$ cat config.mk
export PLATFORM = sky130hd
export DESIGN_NAME = apb_master_ctrl
export DESIGN_NICKNAME = d
export VERILOG_FILES = /design/src/rtl/apb_pkg.sv /design/src/rtl/apb_wait_timer.sv /design/src/rtl/apb_master_ctrl.sv
export SDC_FILE = /design/constraint.sdc
export NUM_CORES = 1
export LEC_CHECK = 0
export CORE_MARGIN = 2
export CORE_UTILIZATION = 37
export DETAILED_ROUTE_END_ITERATION = 8
export PLACE_DENSITY = 0.68
export RECOVER_POWER = 25
export SLEW_MARGIN = 40
export SYNTH_ARGS = -nofsm -noshare
export SYNTH_HDL_FRONTEND = slang
export SYNTH_HIERARCHICAL = 1
export SYNTH_SLANG_ARGS = --single-unit
export TNS_END_PERCENT = 5
$ cat constraint.sdc
create_clock -name pclk -period 2.1 [get_ports pclk]
set_input_delay 0.42 -clock pclk [delete_from_list [all_inputs] [get_ports pclk]]
set_output_delay 0.42 -clock pclk [all_outputs]
set_load 0.01 [all_outputs]
$ cat src/rtl/apb_pkg.sv
// Shared types and widths for the APB requester.
// Covers the state encoding, the default bus widths and the latched response record.
package apb_pkg;

  localparam int APB_ADDR_W = 32;
  localparam int APB_DATA_W = 8;

  typedef enum logic [1:0] {
    IDLE,
    SETUP,
    ACCESS,
    RESP
  } apb_state_t;

  typedef struct packed {
    logic [APB_DATA_W-1:0] rdata;
    logic                  err;
    logic                  timeout;
  } apb_rsp_t;

endpackage

$ cat src/rtl/apb_wait_timer.sv
// Wait-state counter for the ACCESS phase.
// Counts stalled cycles and flags the last permitted one; it saturates and never wraps.
module apb_wait_timer #(
  parameter int TIMEOUT = 16
) (
  input  logic pclk,
  input  logic presetn,
  input  logic clr,
  input  logic en,
  output logic expired
);

  localparam int CNT_W = $clog2(TIMEOUT);
  localparam logic [CNT_W-1:0] LAST = CNT_W'(TIMEOUT - 1);

  logic [CNT_W-1:0] cnt;

  always_ff @(posedge pclk or negedge presetn) begin
    if (!presetn) begin
      cnt <= '0;
    end else if (clr) begin
      cnt <= '0;
    end else if (en && (cnt != LAST)) begin
      cnt <= cnt + 1'b1;
    end
  end

  assign expired = (cnt == LAST);

endmodule

$ cat src/rtl/apb_master_ctrl.sv
// APB requester: turns single-beat valid/ready commands into SETUP/ACCESS transfers.
// Includes a wait-state timeout and returns a one-cycle response pulse per completed transfer.
module apb_master_ctrl
  import apb_pkg::*;
#(
  parameter int ADDR_W  = APB_ADDR_W,
  parameter int DATA_W  = APB_DATA_W,
  parameter int TIMEOUT = 16
) (
  input  logic              pclk,
  input  logic              presetn,
  input  logic              cmd_valid,
  output logic              cmd_ready,
  input  logic              cmd_write,
  input  logic [ADDR_W-1:0] cmd_addr,
  input  logic [DATA_W-1:0] cmd_wdata,
  output logic              rsp_valid,
  output logic [DATA_W-1:0] rsp_rdata,
  output logic              rsp_err,
  output logic              rsp_timeout,
  output logic [ADDR_W-1:0] paddr,
  output logic              psel,
  output logic              penable,
  output logic              pwrite,
  output logic [DATA_W-1:0] pwdata,
  input  logic [DATA_W-1:0] prdata,
  input  logic              pready,
  input  logic              pslverr
);

  apb_state_t state, next_state;
  apb_rsp_t   rsp_q, rsp_next;
  logic       accept;
  logic       expired;

  assign accept = (state == IDLE) && cmd_valid && cmd_ready;

  apb_wait_timer #(.TIMEOUT(TIMEOUT)) u_wait_timer (
    .pclk    (pclk),
    .presetn (presetn),
    .clr     (accept),
    .en      ((state == ACCESS) && !pready),
    .expired (expired)
  );

  always_comb begin
    next_state = state;
    case (state)
      IDLE:    if (accept) next_state = SETUP;
      SETUP:   next_state = ACCESS;
      ACCESS:  if (pready || expired) next_state = RESP;
      RESP:    next_state = IDLE;
      default: next_state = IDLE;
    endcase
  end

  // pready in the last allowed cycle beats the timeout
  always_comb begin
    rsp_next = '0;
    if (pready) begin
      rsp_next.err = pslverr;
      if (!pwrite && !pslverr) rsp_next.rdata = APB_DATA_W'(prdata);
    end else begin
      rsp_next.err     = 1'b1;
      rsp_next.timeout = 1'b1;
    end
  end

  // Handshake and bus controls are flops decoded from next_state so every output is registered.
  always_ff @(posedge pclk or negedge presetn) begin
    if (!presetn) begin
      state     <= IDLE;
      cmd_ready <= 1'b0;
      psel      <= 1'b0;
      penable   <= 1'b0;
      rsp_valid <= 1'b0;
      paddr     <= '0;
      pwrite    <= 1'b0;
      pwdata    <= '0;
      rsp_q     <= '0;
    end else begin
      state     <= next_state;
      cmd_ready <= (next_state == IDLE);
      psel      <= (next_state == SETUP) || (next_state == ACCESS);
      penable   <= (next_state == ACCESS);
      rsp_valid <= (next_state == RESP);
      if (accept) begin
        paddr  <= cmd_addr;
        pwrite <= cmd_write;
        pwdata <= cmd_write ? cmd_wdata : '0;
      end
      if ((state == ACCESS) && (next_state == RESP)) begin
        rsp_q <= rsp_next;
      end
    end
  end

  assign rsp_rdata   = DATA_W'(rsp_q.rdata);
  assign rsp_err     = rsp_q.err;
  assign rsp_timeout = rsp_q.timeout;

endmodule

==> results of run 1 <==
==> worst reg2reg max path: stages, from the launching register on <==
cell     delay, ns
dfrtp_1       0.41
ha_1          0.24
and3_4        0.18
nor3_1        0.21
o21ai_0       0.17
ha_1          0.26
buf_4         0.18
a21oi_1       0.14
a41oi_1       0.06
==> final cells by class <==
class / count / area, um^2 / area share, %
multi-input combinational: 97 / 983 / 24.4
tap: 96 / 120 / 2.97
inverter: 14 / 52.6 / 1.30
sequential: 61 / 1530 / 37.8
clock buffer: 12 / 155 / 3.84
clock inverter: 4 / 70.1 / 1.74
timing repair buffer: 114 / 1130 / 28.0
==> kinds of logic after synthesis <==
kind of cell    count (synthesis)  share of synthesized area, %
flops                          61                          58.4
mux                            45                          23.2
simple gates                   31                          7.23
buf+inv                        22                          4.11
compound gates                 15                          4.26
fa+ha+maj                       6                          2.87
==> synthesized netlist by cell type, types with 2 or more instances <==
library cell,n,area [um^2]
a21oi_1,3,15.0
buf_2,2,10.0
buf_6,3,33.8
clkbuf_1,2,7.51
dfrtp_1,61,1530
ha_1,6,75.1
inv_1,14,52.6
mux2_2,4,45.0
mux2_4,30,450
mux2i_1,11,110
nand2_1,9,33.8
nand2b_1,2,12.5
nand3_1,8,40.0
nor3_1,2,10.0
o21ai_0,2,10.0
o2bb2ai_1,8,70.1
==> final timing paths <==
check / slack [ns] / cells past startpoint / to
worst max-delay path: 0.12 / 8 / rsp_err
worst min-delay path: 0.22 / 1 / paddr[31]
worst max register to register: 0.12 / 8 / rsp_err
worst min register to register: 0.49 / 1 / rsp_rdata[7]
max in group asynchronous: 0.42 / 2 / paddr[24]
min in group pclk: 0.49 / 1 / rsp_rdata[7]
==> flip-flops by register name (all words and copies together), names as in the netlist <==
name	cells
rsp_err	1
psel	1
penable	1
rsp_timeout	1
state	2
rsp_rdata	8
pwdata	8
pwrite	1
u_wait_timer/cnt	4
rsp_valid	1
cmd_ready	1
paddr	32
==> report_power, final <==
part           internal [mW]  leakage (nW)  switching, mW
Sequential              1.76         0.752          0.332
Combinational           1.73          1.03           1.01
Clock                  0.730         0.116          0.422
Total                   4.22          1.90           1.76
==> per-stage QoR <==
step	power (mW)	setup WS (ns)
after CTS	6.08	0.0965
final	5.98	0.121
after global routing	6.38	0.00909
after global placement	4.82	0.139
after floorplan	3.45	0.172
after detailed placement	4.88	0.0715
==> repair_timing <==
item,in CTS,in global routing
resized for setup,0,1
setup endpoints to repair,0,1
hold buffers,0,0
==> metal layers <==
| layer | routed length [um] | part of all wire [%] |
|---|---|---|
| met1 | 2410 | 44 |
| met2 | 2640 | 48 |
| met3 | 410 | 7.4 |
| met4 | 54 | 0.98 |
| met5 | 0 | 0 |
==> cell usage in the layout (no fill, tap or decap), types with 6 or more instances in the layout <==
| master | instances |
|---|---|
| mux2i_1 | 11 |
| nand3_1 | 8 |
| o2bb2ai_1 | 8 |
| ha_1 | 6 |
| clkdlybuf4s50_1 | 107 |
| nand2_1 | 8 |
| clkbuf_8 | 11 |
| dfrtp_1 | 61 |
| inv_1 | 14 |
| mux2_4 | 30 |
==> impl_results.md, run 1 <==
- Status: finished, final reports clean
- HPWL Detailed: 3960 um
- Die area: 7760 um^2
- Synth Cell Area: 2620 um^2
- Leakage: 1.90 nW
- H-tree levels: 3
- Met3 Resource Use GR: 4.24%
- Warning count from the yosys run: 6
- WP data arrival: 2.16 ns
- Post-synthesis register bit count: 61
- Fin cells: 398
- Seq/Total Area, Yosys: 58.4%
- Hold slack: 0.216 ns
- Final period util: 94.2%
- Finish-stage setup viols: 0
- Overall Global Routing Usage: 15.0%
- Placed Instances: 382
- Post-DRT Antenna Nets: 0
- # nets final: 357
- R2r startpoint: u_wait_timer/cnt[0]
- Max Transition Viols Final: 0
- Core area: 6830 um^2
- Async SR Flop Fraction: 100%
- CTS tree: yes
- Peak ir drop on the vdd network: 0.660 mV
- Max Clk Rate: 505 MHz
- IO Pins: 109
- P per Cell Area: 1480 nW/um^2
- CTS Buf Count: 9
- Clock Path Buffers: 2
- Clock-pin slew on the worst setup and hold paths: 0.07 ns
- Top FF cell, synth: dfrtp_1
- Clk Tree Root Cell: clkbuf_8
- Global-route wire length before repair: 8870 um
- Synth Instances: 180
- Initial antenna violation count: 0
- Largest net degree at the start of global routing: 45
- Area grow syn2layout: 54.4%
- Setup Fix Bufs, Post-CTS: 0
- Die height: 88.1 um
- Crit path buf inv count: 1
- Grt peak-use layer: met2
- Filler cells: 590
- DP Area: 3830 um^2
- DRT Pass-1 Iters: 4
- FP Rows: 30
- Critical path's top delay family: adder cells
- Max incr delay on CP: 0.41 ns
- Final Hold Vio Count: 0
- Cell repeated most along the worst path: ha_1
- Slew HR: 37.3%
- Vias in the first global route: 1913
- Critical setup path kind: reg2reg
- Worst Setup End Kind: flip-flop
- Final instance area: 4040 um^2
- Worst-margin pin slew: 0.941 ns
- Fin crit period: 1.98 ns
- Post-Route WL: 5520 um
- WL/cell: 13.9 um
- Initial Util: 38.3%
- Synth cell types: 29
- Routed vias/inst: 4.56
- Worst path cell trace: ha_1 -> and3_4 -> nor3_1 -> o21ai_0 -> ha_1 -> buf_4 -> a21oi_1 -> a41oi_1
- Post-Route Skew: 0.00795 ns
- DR vias: 1816
- Ant diodes: 0
- Final core utilization: 59.1%
- Number of clock sinks: 61
- Share of layout cells above drive strength 1: 19.9%
- Startpoint Class: flip-flop
- Syn Area/Cell: 14.5 um^2
- EDFF count, synth: 0
- Met1 usage in global routing: 19.0%
- Slowest-stage cell, CP: dfrtp_1
- Die width: 88.1 um
- Port buffer count: 108
- DRT iter0 DRCs: 32
- CP required: 2.28 ns
- Later-pin clock latency in the skew report: 0.33 ns
- MaxCap Viol Count: 0
- DRC viols: 0
- Total gr overflow: 0
- Min-Delay Path Class: in2async
- Setup TNS: 0 ns
- RePlAce Congestion: 0.753
- Max Fanout on Critical Path: 11
- RSZ-0062 raised after global routing: no
- CP startpoint: u_wait_timer/cnt[0]
- Met2 usage: 24.1%
- Post-Synthesis Net Count: 240
No activity file was read; power rests on OpenSTA's default activity.
==> inputs of run 2 (changes only) <==
- PLACE_DENSITY: 0.68 -> 0.83
==> run 2 against run 1 <==
  * The run now ends with max-capacitance violations left
  * Sequential share of layout area shrank 0.093 points
  * Largest power group unchanged
  * Largest cell class unchanged
  * Clock power is 12% lower
  * First-iteration DRC count grew 34%
  * Worst setup slack improved by 0.093 ns
  * Highest routed layer unchanged
==> impl_results.md, run 2 (synthesized netlist as in run 1, its figures left out) <==
- Status: finished, violations left
- Failing checks: max-capacitance violations
- WL/cell: 14.5 um
- Met3 Resource Use GR: 4.43%
- IO Pins: 109
- Startpoint Class: flip-flop
- Core area: 6830 um^2
- Clk Tree Root Cell: clkbuf_8
- Post-Route Skew: 0.0114 ns
- DRT iter0 DRCs: 43
- Crit path buf inv count: 1
- Finish-stage setup viols: 0
- DRT Pass-1 Iters: 4
- Commonest non-fill, non-tap cell in the layout: clkdlybuf4s50_1
- FP Rows: 30
- Met2 usage: 25.7%
- Die height: 88.1 um
- # resized after CTS: 0
- Largest register FFs: 32
- CTS tree: yes
- WP data arrival: 2.12 ns
- Slowest-stage cell, CP: dfrtp_1
- Post-DRT Antenna Nets: 0
- Fin cells: 402
- DRC viols: 0
- MaxCap Viol Count: 1
- Max Fanout on Critical Path: 6
- Final instance area: 4050 um^2
- Number of clock sinks: 61
- H-tree levels: 3
- Max Clk Rate: 530 MHz
- Initial antenna violation count: 0
- Overall Global Routing Usage: 15.5%
- Global-route wire length before repair: 9160 um
- Setup Fix Bufs, Post-CTS: 0
- Clock-pin slew on the worst setup and hold paths: 0.07 ns
- Initial Util: 38.3%
- Die width: 88.1 um
- CTS Buf Count: 9
- Peak ir drop on the vdd network: 0.673 mV
- Max incr delay on CP: 0.40 ns
- Routed vias/inst: 4.60
- Max Transition Viols Final: 0
- Cell repeated most along the worst path: ha_1
- Post-Route WL: 5830 um
- # nets final: 361
- Top reg by flops: paddr
- Slew HR: 0.429%
- DR vias: 1849
- RSZ-0062 raised after global routing: no
- Placed Instances: 386
- HPWL Detailed: 4300 um
- Grt peak-use layer: met2
- Met1 usage in global routing: 18.9%
- Hold-fix buffers, CTS: 0
- Largest net degree at the start of global routing: 36
- Min-Delay Path Class: in2async
- Later-pin clock latency in the skew report: 0.33 ns
- Final Hold Vio Count: 0
- RePlAce Congestion: 0.708
- Setup TNS: 0 ns
- Critical setup path kind: reg2reg
- Final period util: 89.8%
- Worst-margin pin slew: 1.49 ns
- Worst path cell trace: ha_1 -> and3_4 -> nor3_1 -> o21ai_0 -> ha_1 -> nand2_1 -> buf_4 -> o2bb2ai_1
- Critical path's top delay family: adder cells
- DP Area: 3860 um^2
- Fin crit period: 1.89 ns
- Most frequent cells in the layout: clkdlybuf4s50_1 (107), dfrtp_1 (61), mux2_4 (30)
- Ant diodes: 0
- Port buffer count: 108
- Clock Path Buffers: 2
- Die area: 7760 um^2
- Share of layout cells above drive strength 1: 20.3%
- Vias in the first global route: 1968
- CP required: 2.34 ns
- Total power: 5.90 mW
- Total gr overflow: 0
- P per Cell Area: 1460 nW/um^2
- Area grow syn2layout: 54.8%
- Worst Setup End Kind: flip-flop
- Leakage: 1.90 nW
-- run 2: cell count changes in the layout (fill, tap and decap cells not counted), sizes merged --
cell and change:
buf +4, bufinv -1, clkinvlp +1
-- run 2: per-stage QoR --
step / hold slack (ns) / setup WS, ns / util [%]
4_1_cts: 0.112 / 0.196 / 59.3
6_report: 0.438 / 0.214 / 59.2
3_5_place_dp: 0.475 / 0.121 / 56.4
2_1_floorplan: 0.124 / 0.172 / -
3_3_place_gp: 0.474 / 0.191 / 56.4
5_1_grt: 0.519 / 0.0287 / 59.2
-- run 2: layout make-up --
cell class                      instances  area (um^2)
Clock buffer                           12          145
Clock inverter                          4         47.5
Fill cell                             570         2780
Inverter                               14         52.6
Multi-Input combinational cell         97          981
Sequential cell                        61         1530
Tap cell                               96          120
Timing Repair Buffer                  118         1170
-- run 2: final timing paths --
check / slack, ns / cells past startpoint / from / to
worst min-delay path: 0.44 / 1 / presetn / paddr[4]
min in group pclk: 0.50 / 1 / rsp_rdata[6] / rsp_rdata[6]
worst min register to register: 0.50 / 1 / rsp_rdata[6] / rsp_rdata[6]
worst max-delay path: 0.21 / 8 / u_wait_timer/cnt[0] / rsp_rdata[4]
worst max register to register: 0.21 / 8 / u_wait_timer/cnt[0] / rsp_rdata[4]
max in group asynchronous: 0.78 / 1 / presetn / pwdata[0]
-- run 2: power breakdown --
part           total [mW]  internal (mW)  leakage (nW)  switching [mW]
registers            2.10           1.76         0.752           0.345
clock network        1.01          0.577        0.0964           0.433
logic                2.79           1.77          1.06            1.02
-- run 2: per-layer routing --
metal	wire (um)	up-vias	share of wire, %
met4	114	0	2.0
met2	2800	82	48
met5	0	-	0
li1	-	865	-
met1	2510	889	43
met3	412	13	7.1
